### config.mk
export PLATFORM = sky130hd
export DESIGN_NAME = ws2812_frame_sequencer
export DESIGN_NICKNAME = d
export VERILOG_FILES = /design/src/rtl/ws2812_frame_sequencer.sv
export SDC_FILE = /design/constraint.sdc
export NUM_CORES = 1
export LEC_CHECK = 0
export CORE_ASPECT_RATIO = 1.1
export CORE_MARGIN = 5
export CORE_UTILIZATION = 39
export DETAILED_ROUTE_END_ITERATION = 7
export PLACE_DENSITY = 0.62
export SKIP_CTS_REPAIR_TIMING = 1
export SLEW_MARGIN = 20
export SYNTH_ARGS = -nofsm -noshare
export SYNTH_HDL_FRONTEND = slang
export SYNTH_SLANG_ARGS = --single-unit
### constraint.sdc
create_clock -name Clk -period 5.3 [get_ports Clk]
set_clock_uncertainty 0.2 [all_clocks]
set_input_delay 0.795 -clock Clk [delete_from_list [all_inputs] [get_ports Clk]]
set_output_delay 0.795 -clock Clk [all_outputs]
set_load 0.005 [all_outputs]
### src/rtl/ws2812_frame_sequencer.sv
// Frame sequencer for a WS2812 bit controller: fetches NUM_LEDS pixels, streams each word, then holds the latch gap.
// Optional macro WS2812_AUTO_REFRESH_EN: frames repeat back-to-back after the first Start.
module ws2812_frame_sequencer #(
  parameter int F_CLK      = 12_000_000,
  parameter int NUM_LEDS   = 8,
  parameter int BITWIDTH   = 24,
  parameter int T_LATCH_US = 60,
  parameter int FETCH_MAX  = 64
) (
  input  logic                Clk,
  input  logic                Reset,
  input  logic                Start,
  input  logic                PixelValid,
  input  logic [BITWIDTH-1:0] PixelData,
  input  logic                BitDone,
  output logic                PixelReq,
  output logic [7:0]          PixelAddr,
  output logic [BITWIDTH-1:0] BitData,
  output logic                BitReset,
  output logic                Busy,
  output logic                FrameDone,
  output logic                Underrun,
  output logic [1:0]          state_dbg
);

  // 64-bit product keeps large F_CLK * T_LATCH_US combinations from overflowing.
  localparam longint LATCH_L    = (longint'(T_LATCH_US) * longint'(F_CLK)) / 64'd1_000_000;
  localparam int     LATCH_CLKS = int'(LATCH_L);
  localparam int     LW         = (LATCH_CLKS > 1) ? $clog2(LATCH_CLKS) : 1;
  localparam int     FW         = $clog2(FETCH_MAX + 1);

  localparam logic [LW-1:0] LATCH_LAST  = LW'(LATCH_CLKS - 1);
  localparam logic [FW-1:0] FETCH_LIMIT = FW'(FETCH_MAX);
  localparam logic [FW-1:0] FETCH_PRE   = FW'(FETCH_MAX - 1);
  localparam logic [4:0]    BIT_LAST    = 5'(BITWIDTH - 1);
  localparam logic [7:0]    ADDR_LAST   = 8'(NUM_LEDS - 1);

  typedef enum logic [1:0] {IDLE, FETCH, SEND, LATCH} state_t;

  state_t              state, state_n;
  logic                pixel_req_n, bit_reset_n, busy_n, frame_done_n, underrun_n;
  logic [7:0]          addr_n;
  logic [BITWIDTH-1:0] data_n;
  logic [4:0]          bit_cnt, bit_cnt_n;
  logic [FW-1:0]       fetch_cnt, fetch_cnt_n;
  logic [LW-1:0]       latch_cnt, latch_cnt_n;

  assign state_dbg = state;

  always_ff @(posedge Clk or posedge Reset) begin
    if (Reset) begin
      state     <= IDLE;
      PixelReq  <= 1'b0;
      PixelAddr <= 8'd0;
      BitData   <= '0;
      BitReset  <= 1'b1;
      Busy      <= 1'b0;
      FrameDone <= 1'b0;
      Underrun  <= 1'b0;
      bit_cnt   <= 5'd0;
      fetch_cnt <= '0;
      latch_cnt <= '0;
    end else begin
      state     <= state_n;
      PixelReq  <= pixel_req_n;
      PixelAddr <= addr_n;
      BitData   <= data_n;
      BitReset  <= bit_reset_n;
      Busy      <= busy_n;
      FrameDone <= frame_done_n;
      Underrun  <= underrun_n;
      bit_cnt   <= bit_cnt_n;
      fetch_cnt <= fetch_cnt_n;
      latch_cnt <= latch_cnt_n;
    end
  end

  always_comb begin
    state_n      = state;
    pixel_req_n  = PixelReq;
    addr_n       = PixelAddr;
    data_n       = BitData;
    bit_reset_n  = BitReset;
    busy_n       = Busy;
    frame_done_n = 1'b0;
    underrun_n   = Underrun;
    bit_cnt_n    = bit_cnt;
    fetch_cnt_n  = fetch_cnt;
    latch_cnt_n  = latch_cnt;
    case (state)
      IDLE: begin
        bit_reset_n = 1'b1;
        busy_n      = 1'b0;
        pixel_req_n = 1'b0;
        // FrameDone is high in the first IDLE cycle; a Start there is dropped.
        if (Start && !FrameDone) begin
          state_n     = FETCH;
          addr_n      = 8'd0;
          underrun_n  = 1'b0;
          pixel_req_n = 1'b1;
          busy_n      = 1'b1;
          fetch_cnt_n = '0;
        end
      end
      FETCH: begin
        if (PixelReq && PixelValid) begin
          data_n      = PixelData;
          bit_cnt_n   = 5'd0;
          pixel_req_n = 1'b0;
          bit_reset_n = 1'b0;
          state_n     = SEND;
        end else if (fetch_cnt != FETCH_LIMIT) begin
          fetch_cnt_n = fetch_cnt + 1'b1;
          if (fetch_cnt == FETCH_PRE) underrun_n = 1'b1;
        end
      end
      SEND: begin
        if (BitDone) begin
          bit_cnt_n = bit_cnt + 5'd1;
          if (bit_cnt == BIT_LAST) begin
            bit_reset_n = 1'b1;
            if (PixelAddr < ADDR_LAST) begin
              addr_n      = PixelAddr + 8'd1;
              pixel_req_n = 1'b1;
              fetch_cnt_n = '0;
              state_n     = FETCH;
            end else begin
              latch_cnt_n = '0;
              state_n     = LATCH;
            end
          end
        end
      end
      LATCH: begin
        bit_reset_n = 1'b1;
        latch_cnt_n = latch_cnt + 1'b1;
        if (latch_cnt == LATCH_LAST) begin
          frame_done_n = 1'b1;
`ifdef WS2812_AUTO_REFRESH_EN
          state_n     = FETCH;
          addr_n      = 8'd0;
          pixel_req_n = 1'b1;
          fetch_cnt_n = '0;
`else
          state_n = IDLE;
          busy_n  = 1'b0;
`endif
        end
      end
      default: state_n = IDLE;
    endcase
  end

endmodule

==> metrics <==
status=finished, final reports clean; row count=33; worst hold stages=2; CP Class=in -> reg; share of layout cells above drive strength 1=15.1%; pre-CTS setup slack=1.89 ns; YS warnings=0; drt first pass iters=4; multiplexer share of the synthesized area=10.6%; Synth Area in Compound Gates=between 10% and 20%; met3 Use GR=under 10%; Pleak=1.78 nW; drt wl/cell=roughly 15 µm; final setup TNS=0 ns; Seq/Total Area, Yosys=51.8%; CP endpoint kind=register; worst IR drop on VDD=around 150 µV; commonest cells after routing, fill and taps aside=clkdlybuf4s50_1, dfrtp_1, nand2_1; CP delay by family, top=simple AND/OR/NAND/NOR gates; worst setup margin=between 2 and 2.5 ns; multi-input logic area=1360 µm²; DRT iter0 DRCs=66; diodes inserted=0; setup violators final=0; die extent in x=92.9 µm; CTS tree=done; Fmax achieved=326 MHz; R2R Path End=fetch_cnt[4]$_DFFE_PP0P_; root buf cell=clkbuf_8; main combinational cell family by area after synthesis=simple AND/OR/NAND/NOR gates; post-route ant nets=0; vias in the first global route=around 2200; min-delay src=BitReset$_DFFE_PP1P_; Slew @ Worst Pin=0.834 ns; Post-Synth XOR/XNOR Area=0%; Num CTS Buffers=9; WP buf/inv=2; Syn-to-layout area delta=33.7%; Bufs on Longest Clock Path=2; CP cell instances=clkdlybuf4s50_1 > nand3_1 > buf_4 > a21boi_0 > or4b_1 > or2_4 > o31ai_1; Arrival @ worst endpoint=about 3.1 ns; hold endpoint=BitReset$_DFFE_PP1P_; Reg2Reg Setup Slack=2.23 ns; Critical Path Start Type=primary input; M1 GR Usage=between 10% and 20%; Mean Syn Cell Area=around 11 µm²; Clock Latency Late Sink=0.33 ns; CTS clk-pin slew, worst paths=roughly 0.07 ns; mapped cell area=2950 µm²; routability cong.=around 0.76; Reg2Reg Launch Point=state_dbg[1]$_DFFE_PP0P_; Top Usage Layer GRT=met2; via count=2307; DRC violation count after routing=0; post-synthesis register bit count=between 60 and 70; initial antenna violation count=0; DP Area=3720 µm²; Crit Path Max Fanout=25; Post-Syn Nets=314; Post-Route WL=6.71 mm; Tmin final=approximately 3 ns; Worst path slowest cell=or4b_1; RSZ-0062 raised after global routing=no; CTS H-tree lvls=3; CP peak stage delay=0.62 ns; Slew Limit Fails=0; port buffer count=67; Max-cap violations=0; Core Region=7430 µm²; met2 Use GR=24.9%; R2R depth=8; Final Hold Violating Endpoints=0; Worst Hold Class=reg -> reg; Final HPWL DP=4.84 mm; FILL cells=656; Final Power=957 µW; pin count of the biggest net entering global routing=62; fin crit share=58.0%; commonest non-fill, non-tap cell in the layout=clkdlybuf4s50_1; Pwr Density=roughly 240 nW/µm²; GR Util All Layers=15.2%; Initial Util=39.7%; Rel. slew slack=between 40 and 50%; cell area after layout=3950 µm²; CTS sink cnt=61; die area=9410 µm²; Hold WS=0.302 ns; FF+latch area=1530 µm²; Via density=5.27; Synth Instances=274; Post-synth EDFFs=0; Post-synth ARST share=100%; GRT overflow=0; Synth Area in Simple Gates=18.3%; first-pass GRT wire length=between 10 and 15 mm; final net count=386; ys flop type=dfrtp_1; Die Y-Extent=about 100 µm; post-synthesis adder-cell area fraction=under 10%; post-synth cell types=44; # IOs=68; Worst Path Required=approximately 5.3 ns
flip-flops by register name (all words and copies together), names as in the netlist, 2 cells and up:
register   flops
bit_cnt        5
fetch_cnt      7
BitData       24
latch_cnt     10
state_dbg      2
PixelAddr      8
per-stage QoR:
stage               std cells  util [%]
floorplan                 274         -
global placement          422      49.9
detailed placement        422      50.0
CTS                       438      53.0
global route              438      53.1
finish                    438      53.1
synth_stat cells, drive strengths merged, types with 5 or more instances:
cell / number / area (µm²)
dfrtp: 60 / 1500
inv: 11 / 41.3
o21ai: 21 / 105
nor2b: 5 / 31.3
and3: 5 / 31.3
ha: 11 / 138
o31ai: 5 / 37.5
nor2: 13 / 48.8
nand2: 27 / 101
mux2: 26 / 293
or3: 7 / 43.8
nand4: 8 / 50.1
and2: 6 / 37.5
a21oi: 13 / 65.1
nand3: 9 / 45.0
kinds of logic (layout without fill, tap and decap cells):
kind of cell	count (synthesis)	after routing
DFF	61	61
adders and majority gates	11	11
buffers and inverters	19	96
AOI/OAI and AO/OA	57	57
muxes	28	28
and+or+nand+nor	98	98
routing by layer:
metal	part of all wire [%]	wire length (µm)
met5	0	0
met4	1.7	115
met3	3.2	212
met1	43	2870
met2	52	3510
how the worst max path moves through the flow:
stage,start,to,slack [ns],depth (start not counted)
after global routing,state_dbg[1]$_DFFE_PP0P_,fetch_cnt[4]$_DFFE_PP0P_,2.05,8
after global placement,PixelValid,fetch_cnt[3]$_DFFE_PP0P_,1.95,7
after detailed placement,PixelValid,fetch_cnt[4]$_DFFE_PP0P_,1.89,7
after floorplan,state_dbg[1]$_DFFE_PP0P_,fetch_cnt[3]$_DFFE_PP0P_,2.74,9
final,PixelValid,fetch_cnt[4]$_DFFE_PP0P_,2.23,7
after CTS,state_dbg[1]$_DFFE_PP0P_,fetch_cnt[4]$_DFFE_PP0P_,2.23,8
tightest hold or removal path: cells and delay by family (launching register included):
family / cells / cell delay, ns
simple gates: 1 / 0.09
compound gates: 1 / 0.04
flops: 1 / 0.37
area by class of cell:
type	instances	share of cell area, %
flip-flops and latches	61	38.7
multi-input cells	194	34.5
repair buffers	69	17.4
clock buffers	10	3.49
well taps	87	2.76
clock inverters	6	2.19
inverters	11	1.05
power by group:
part           switching (mW)  leakage, nW  total, mW  internal, mW
logic                  0.0128        0.863     0.0316        0.0188
registers                   0        0.803      0.465         0.465
clock network           0.184        0.112      0.460         0.277
No activity file was read; power rests on OpenSTA's default activity.
